<file path="config.mk">
export PLATFORM = sky130hd
export DESIGN_NAME = pipeline_regfile_flat
export DESIGN_NICKNAME = d
export VERILOG_FILES = /design/src/rtl/pipeline_regfile_pkg.sv /design/src/rtl/pipeline_regfile_if.sv /design/src/rtl/pipeline_regfile_scoreboard.sv /design/src/rtl/pipeline_regfile.sv /design/src/flat_wrapper.sv
export SDC_FILE = /design/constraint.sdc
export NUM_CORES = 2
export LEC_CHECK = 0
export BUFFER_PORTS_ARGS = -buffer_cell sky130_fd_sc_hd__buf_2
export CORE_MARGIN = 2
export CORE_UTILIZATION = 45
export CTS_CLUSTER_DIAMETER = 30
export CTS_CLUSTER_SIZE = 24
export DETAILED_ROUTE_END_ITERATION = 10
export GPL_TIMING_DRIVEN = 0
export PLACE_DENSITY = 0.61
export SLEW_MARGIN = 5
export SYNTH_ARGS = -nofsm -noshare
export SYNTH_HDL_FRONTEND = slang
export SYNTH_SLANG_ARGS = --single-unit
export TNS_END_PERCENT = 1
</file>
<file path="constraint.sdc">
create_clock -name clk -period 36.7 [get_ports clk]
set_clock_uncertainty 0.1 [all_clocks]
set_input_delay 1.835 -clock clk [delete_from_list [all_inputs] [get_ports clk]]
set_output_delay 1.835 -clock clk [all_outputs]
set_load 0.01 [all_outputs]
</file>
<file path="src/rtl/pipeline_regfile_pkg.sv">
// Shared register-file definitions: index width, register count, r0 encoding.
package pipeline_defs;
  localparam int REG_IDX_W = 5;
  localparam int NUM_GPR   = 32;
  localparam int NUM_RD    = 2;
  typedef logic [REG_IDX_W-1:0] ridx_t;
  localparam ridx_t REG_ZERO = 5'd0;
endpackage

</file>
<file path="src/rtl/pipeline_regfile_if.sv">
// Regfetch read ports, writeback port and issue claim port of the register file.
interface pipeline_regfile_if #(parameter int DATA_W = 32);
  import pipeline_defs::*;
  ridx_t             rindex0, rindex1, windex, claim_index;
  logic [DATA_W-1:0] rout0, rout1, wdata;
  logic              pending0, pending1, we, claim_en;

  modport master (
    output rindex0, rindex1, we, windex, wdata, claim_en, claim_index,
    input  rout0, rout1, pending0, pending1
  );
  modport slave (
    input  rindex0, rindex1, we, windex, wdata, claim_en, claim_index,
    output rout0, rout1, pending0, pending1
  );
endinterface

</file>
<file path="src/rtl/pipeline_regfile_scoreboard.sv">
// Per-register pending bits: writeback retires, claim sets (claim wins on the same index).
module regfile_scoreboard
  import pipeline_defs::*;
#(
  parameter int BYPASS = 1
) (
  input  logic                   clk,
  input  logic                   rst,
  input  logic                   we,
  input  ridx_t                  windex,
  input  logic                   claim_en,
  input  ridx_t                  claim_index,
  input  ridx_t [NUM_RD-1:0]     rindex,
  output logic  [NUM_RD-1:0]     pending
);
  logic [NUM_GPR-1:0] pend_q, pend_d;

  always_comb begin
    pend_d = pend_q;
    if (we)       pend_d[windex]      = 1'b0;
    if (claim_en) pend_d[claim_index] = 1'b1;
    pend_d[REG_ZERO] = 1'b0;
  end

  always_ff @(posedge clk or posedge rst) begin
    if (rst) pend_q <= '0;
    else     pend_q <= pend_d;
  end

  // An in-flight writeback already satisfies the reader unless a new producer claims it.
  for (genvar p = 0; p < NUM_RD; p++) begin : g_look
    logic fwd;
    assign fwd = (BYPASS != 0) && we && (windex == rindex[p]) &&
                 !(claim_en && (claim_index == windex));
    assign pending[p] = !rst && pend_q[rindex[p]] && !fwd;
  end
endmodule

</file>
<file path="src/rtl/pipeline_regfile.sv">
// Two-read/one-write GPR file with r0 hardwired to zero, optional write bypass and pending scoreboard.
module pipeline_regfile
  import pipeline_defs::*;
#(
  parameter int DATA_W = 32,
  parameter int BYPASS = 1
) (
  input  logic               clk,
  input  logic               rst,
  pipeline_regfile_if.slave  rf
);
  logic [DATA_W-1:0]              regs [NUM_GPR];
  ridx_t [NUM_RD-1:0]             rindex;
  logic  [NUM_RD-1:0][DATA_W-1:0] rout;
  logic  [NUM_RD-1:0]             pending;

  assign rindex  = {rf.rindex1, rf.rindex0};
  assign regs[0] = '0;

  for (genvar g = 1; g < NUM_GPR; g++) begin : g_reg
    logic [DATA_W-1:0] q;
    always_ff @(posedge clk or posedge rst) begin
      if (rst)                                     q <= '0;
      else if (rf.we && rf.windex == ridx_t'(g))   q <= rf.wdata;
    end
    assign regs[g] = q;
  end

  // Reset forces the read side to zero so stale forwarded data never leaks out.
  for (genvar p = 0; p < NUM_RD; p++) begin : g_rd
    logic [DATA_W-1:0] d;
    always_comb begin
      d = '0;
      if (!rst && rindex[p] != REG_ZERO) begin
        if ((BYPASS != 0) && rf.we && rf.windex == rindex[p]) d = rf.wdata;
        else                                                   d = regs[rindex[p]];
      end
    end
    assign rout[p] = d;
  end

  regfile_scoreboard #(.BYPASS(BYPASS)) u_sb (
    .clk         (clk),
    .rst         (rst),
    .we          (rf.we),
    .windex      (rf.windex),
    .claim_en    (rf.claim_en),
    .claim_index (rf.claim_index),
    .rindex      (rindex),
    .pending     (pending)
  );

  assign rf.rout0    = rout[0];
  assign rf.rout1    = rout[1];
  assign rf.pending0 = pending[0];
  assign rf.pending1 = pending[1];
endmodule
</file>
<file path="src/flat_wrapper.sv">
// flat-port wrapper written by rule: the top's interface ports become plain ports
module pipeline_regfile_flat import pipeline_defs::*;
#(
  parameter int DATA_W = 32,
  parameter int BYPASS = 1
)
  (clk, rst, rf_rindex0, rf_rindex1, rf_we, rf_windex, rf_wdata, rf_claim_en, rf_claim_index, rf_rout0, rf_rout1, rf_pending0, rf_pending1);
  pipeline_regfile_if #(.DATA_W(DATA_W)) rf_i ();
  input  logic clk;
  input  logic rst;
  input wire logic [$bits(rf_i.rindex0)-1:0] rf_rindex0;
  input wire logic [$bits(rf_i.rindex1)-1:0] rf_rindex1;
  input wire logic [$bits(rf_i.we)-1:0] rf_we;
  input wire logic [$bits(rf_i.windex)-1:0] rf_windex;
  input wire logic [$bits(rf_i.wdata)-1:0] rf_wdata;
  input wire logic [$bits(rf_i.claim_en)-1:0] rf_claim_en;
  input wire logic [$bits(rf_i.claim_index)-1:0] rf_claim_index;
  output wire logic [$bits(rf_i.rout0)-1:0] rf_rout0;
  output wire logic [$bits(rf_i.rout1)-1:0] rf_rout1;
  output wire logic [$bits(rf_i.pending0)-1:0] rf_pending0;
  output wire logic [$bits(rf_i.pending1)-1:0] rf_pending1;
  assign rf_i.rindex0 = rf_rindex0;
  assign rf_i.rindex1 = rf_rindex1;
  assign rf_i.we = rf_we;
  assign rf_i.windex = rf_windex;
  assign rf_i.wdata = rf_wdata;
  assign rf_i.claim_en = rf_claim_en;
  assign rf_i.claim_index = rf_claim_index;
  assign rf_rout0 = rf_i.rout0;
  assign rf_rout1 = rf_i.rout1;
  assign rf_pending0 = rf_i.pending0;
  assign rf_pending1 = rf_i.pending1;
  pipeline_regfile #(.DATA_W(DATA_W), .BYPASS(BYPASS)) u_core (.clk(clk), .rst(rst), .rf(rf_i));
endmodule
</file>
**After elaboration in Yosys (flattened, before gate mapping)**

Cells that the tools add are included.

- Bits in registers: 1,023
- Input port bits: 56
- Output and inout port bits: 66
- Logic and storage cells: 149

- Magnitude comparators: 8
- Equality and inequality tests: 34
- Mux-type cells: 20
- Bitwise operators: 5
- Reductions and logical operators: 50

Operators by type and width:

| operator | count |
|---|---|
| binary-select mux 32 bit (select 5 bit) | 2 |
| 2-to-1 mux 32 bit | 10 |
| == test 5 bit, second input constant | 16 |
| logical AND 1 bit | 44 |
| == test 5 x 4 -> 1 bit, second input constant | 8 |
| AND 32 bit | 1 |
| NOT 32 bit | 1 |
| bitwise OR 32 bit | 1 |
| less-than comparator 5 x 6 -> 1 bit, second input constant | 4 |
| == test 5 x 3 -> 1 bit, second input constant | 4 |
| == test 5 bit | 3 |
| >= comparator 6 bit, second input constant | 2 |
| NOT 5 -> 6 bit | 2 |
| binary-select mux 1 bit (select 5 bit) | 2 |
| demux 1 bit (select 5 bit) | 2 |
| == test 5 x 2 -> 1 bit, second input constant | 2 |
| >= comparator 5 x 1 -> 1 bit, second input constant | 2 |
| nonzero test 5 bit | 2 |
| == test 5 x 1 -> 1 bit, second input constant | 1 |
| zero test 1 bit | 4 |
| 2-to-1 mux 1 bit | 4 |

**Depth between registers and ports, before layout**

- Word-level depth: 9
- Depth in mapped cells: 9
- Gate-level depth less buffers: 5

**Cells and area by module**

Synthesis repeated with hierarchy kept, for this count alone.

- Cell total of the unflattened synthesis: 3,955
- Area total of the unflattened synthesis: 56,076.3 um^2

Modules (own cells, without submodules):

| module | instances | cells each | area each (um^2) |
|---|---|---|---|
| pipeline_regfile | 1 | 3,747 | 53,975.5 |
| regfile_scoreboard | 1 | 208 | 2,100.8 |

**Least setup slack after synthesis**

No wires, ideal clock.

- Kind: input to output
- Start: input rst
- End: output rf_rout1[11]
- Arrival time: 26.946 ns
- Data required time: 34.765 ns
- Slack: 7.819 ns
- Stages: 6
- Cell sequence: inv_1 o41ai_4 o21bai_1 buf_2 a211o_1 o21ai_0

- Cells in the longest elaborated chain, start to end: 3

RTL lines:

| what | line | RTL |
|---|---|---|
| start, declared | flat_wrapper.sv:10 | `input logic rst;` |
| zero test 1 bit (no line) | n/a |  |
| logical AND 1 bit | pipeline_regfile.sv:34 | `if (!rst && rindex[p] != REG_ZERO) begin` |
| 2-to-1 mux 32 bit | pipeline_regfile.sv:34 |  |
| end, declared | flat_wrapper.sv:19 | `output wire logic [$bits(rf_i.rout1)-1:0] rf_rout1;` |

Every way passes these cells.

**Worst setup path in the final report**

- Start: input rf_rindex0[4]
- End: output rf_rout0[12]

- Cells in the longest elaborated chain, start to end: 6

RTL lines:

| what | line | RTL |
|---|---|---|
| start, declared | flat_wrapper.sv:11 | `input wire logic [$bits(rf_i.rindex0)-1:0] rf_rindex0;` |
| NOT 5 -> 6 bit (implied by the code) | pipeline_regfile.sv:36 | `else d = regs[rindex[p]];` |
| binary-select mux 32 bit (select 5 bit) | pipeline_regfile.sv:36 |  |
| 2-to-1 mux 32 bit (implied by the code) (2 in series) | pipeline_regfile.sv:36 |  |
| 2-to-1 mux 32 bit | pipeline_regfile.sv:35 | `if ((BYPASS != 0) && rf.we && rf.windex == rindex[p]) d = rf.wdata;` |
| 2-to-1 mux 32 bit (*) | pipeline_regfile.sv:34 |  |
| end, declared | flat_wrapper.sv:18 | `output wire logic [$bits(rf_i.rout0)-1:0] rf_rout0;` |

Mark *: on every way between the ends. The rest lies on a longest branch, timed or not. The select of a mux whose other input is x is not followed.

==> results.sh <==
export IMPL_status="complete, but fails checks"
export IMPL_violations="capacitance limit, slew limit"
export IMPL_die_x_um=356
export IMPL_layout_setup_ws_ns=28.63
export IMPL_antenna_found_initial=19
export IMPL_synth_area_mm2=0.0558
export IMPL_fin_crit_ns=8.07
export IMPL_met3_usage=0.153
export IMPL_end_kind="output port"
export IMPL_ant_nets=0
export IMPL_io_buffer_count=104
export IMPL_drc=0
export IMPL_crit_arrival_ns=6.14
export IMPL_post_cts_setup_buffer_count=0
export IMPL_clkPwrFrac=0.484
export IMPL_dp_hpwl_mm=179
export IMPL_max_vdd_ir_drop_v=0.0000411
export IMPL_ys_seq_elements=1023
export IMPL_power_switching_w=0.00125
export IMPL_p_per_area_mw_per_mm2=67.2
export IMPL_stdcell_area_mm2=0.0670
export IMPL_syn_avg_cell_area_um2=14.5
export IMPL_grt_util_met1=0.516
export IMPL_post_drt_wl_per_cell_um=41.4
export IMPL_place_ws_ns=28.98
export IMPL_max_cap_violations=2
export IMPL_multiInputGateArea_mm2=0.0280
export IMPL_slew_limit_headroom=-0.0721
export IMPL_start_util=0.453
export IMPL_crit_type="input pin to output port"
export IMPL_postPlaceCellArea_mm2=0.0587
export IMPL_clockRootBuffer="clkbuf_16"
export IMPL_met2_usage=0.544
export IMPL_nets=4263
export IMPL_hold_viol_final=0
export IMPL_yosysSeqAreaShare=0.459
export IMPL_die_area_mm2=0.127
export IMPL_die_height_um=356
export IMPL_synth_top_flop_cell="dfrtp_1"
export IMPL_clock_sinks=1023
export IMPL_drtIter0Drc=6821
export IMPL_synth_edf_count=0
export IMPL_clk_pin_slew_ns=0.04
export IMPL_drtPass1Iterations=7
export IMPL_ctsResizeCount=0
export IMPL_syn_to_final_growth_pct=20.0
export IMPL_holdWs_ns=0.409
export IMPL_switching_share=0.278
export IMPL_tns_ns=0
export IMPL_period_share=0.220
export IMPL_path_max_fanout=10
export IMPL_row_count=129
export IMPL_required_ns=34.76
export IMPL_grt_pass1_vias=41200
export IMPL_grt_overflow=0
export IMPL_cts_tree="yes"
export IMPL_htree_num_levels=4
export IMPL_worstSetupStartpointType="input pin"
export IMPL_ys_warn_count=0
export IMPL_mostFrequentLayoutCells="mux2_2, dfrtp_1, mux4_2, buf_2, clkbuf_16"
export IMPL_async_reset_ff_frac=1.00
export IMPL_routed_wl_mm=250
export IMPL_synth_net_count=3907
export IMPL_cts_buffer_depth=3
export IMPL_grt_util_all_layers=0.394
export IMPL_rsz0062_at_grt="no"
export IMPL_grt_busiest_layer="met2"
export IMPL_viasPerCell=7.00
export IMPL_p_seq_frac=0.340
export IMPL_fill_cells=10300
export IMPL_grt_max_degree=118
export IMPL_ys_types=61
export IMPL_fmax_mhz=124
export IMPL_final_common_cell="mux2_2"
export IMPL_coreArea_mm2=0.123
export IMPL_seq_area_mm2=0.0256
export IMPL_worst_pin_slew_ns=1.61
export IMPL_num_vias=42200
export IMPL_grt_pass1_wl_mm=340
export IMPL_syn_inst=3851
export IMPL_setup_violations=0
export IMPL_gp_congestion=1.05
export IMPL_cts_buffers=235
export IMPL_drive_above_1_share=0.516
export IMPL_hold_class="register to register"
export IMPL_utilization=0.543
export IMPL_clk_insertion_delay_late_ns=0.83
export IMPL_holdBufCountCts=0
export IMPL_slew_viol_final=13
export IMPL_reg2reg_slack_ns=35.67
export IMPL_internal_power_w=0.00325
export IMPL_p_leak_nw=29.2
export IMPL_io_pins=122
export IMPL_power_frac_comb=0.176
## cells by family (layout without fill, tap and decap cells)
kind of cell    Yosys count  in the layout  synth area share
compound gates          462            462            0.0608
xor+xnor                 15             15           0.00235
buf+inv                 436            980            0.0405
flops                  1023           1023             0.459
mux                    1601           1601             0.408
other cells               0              6                 0
simple gates            314            314            0.0294
## metal layers
metal  share of wire  up-vias
li1                -    15800
met1            0.38    22200
met2            0.41     3328
met3            0.14      902
met4           0.076       12
met5         0.00084        -
## Yosys cell counts, drive strengths merged, types with 14 or more instances
cell type,instances,share of area
dfrtp,1023,0.46
nand2,73,0.0049
mux2,1076,0.22
nor2b,54,0.0061
buf,260,0.029
o21ai,64,0.0057
a211oi,69,0.0093
clkbuf,159,0.011
a221o,30,0.0054
a2111oi,14,0.0022
a221oi,45,0.0071
nor3,33,0.0034
inv,16,0.0011
nand3,24,0.0022
a22o,50,0.0078
a22oi,48,0.0065
and2,20,0.0022
mux2i,97,0.017
nor2,55,0.0038
nor4,18,0.0020
o22ai,58,0.0065
mux4,428,0.17
a21oi,45,0.0040
## worst paths after layout
kind	cells past startpoint	start	to
max	7	rf_rindex0[4]	rf_rout0[12]
min	1	u_core.g_reg[12].q[12]$_DFFE_PP0P_	u_core.g_reg[12].q[12]$_DFFE_PP0P_
max reg2reg	1	u_core.g_reg[7].q[5]$_DFFE_PP0P_	u_core.g_reg[7].q[5]$_DFFE_PP0P_
min reg2reg	1	u_core.g_reg[12].q[12]$_DFFE_PP0P_	u_core.g_reg[12].q[12]$_DFFE_PP0P_
max in group asynchronous	5	rst	u_core.g_reg[29].q[20]$_DFFE_PP0P_
min in group asynchronous	2	rst	u_core.g_reg[17].q[4]$_DFFE_PP0P_
## power groups by stage
stage               clock [W]  combinational [W]  sequential, W
floorplan                   0           0.000547        0.00148
detailed placement          0           0.000763        0.00153
finish                0.00218           0.000792        0.00153
global route          0.00224           0.000817        0.00155
global placement            0           0.000747        0.00153
CTS                   0.00217           0.000767        0.00152
## worst max-delay path, stage by stage
cell and delay [ns]:
buf_2 0.29, clkbuf_1 0.65, nand2_1 0.69, a2111oi_1 1.44, a211oi_1 0.13, a31oi_1 0.80
buf_2 0.27
## sequential cells by signal, indices dropped and copies added, names as in the netlist
signal and cells:
u_core.u_sb.pend_q 31, u_core.g.q 992
## cell type report
| cell class | instances | share of cell area |
|---|---|---|
| Inverter | 17 | 0.00106 |
| Sequential cell | 1023 | 0.382 |
| Tap cell | 1637 | 0.0306 |
| Multi-Input combinational cell | 2392 | 0.417 |
| Clock buffer | 319 | 0.101 |
| Buffer | 419 | 0.0329 |
| Antenna cell | 6 | 0.000224 |
| Clock inverter | 106 | 0.0216 |
| Timing Repair Buffer | 119 | 0.0126 |
## stage by stage
step / total power (W) / std cells
floorplan: 0.00202 / 3851
global placement: 0.00227 / 5592
detailed placement: 0.00229 / 5607
CTS: 0.00446 / 6032
global route: 0.00461 / 6032
finish: 0.00450 / 6038
Note: power is estimated with default switching activity, not from simulation.
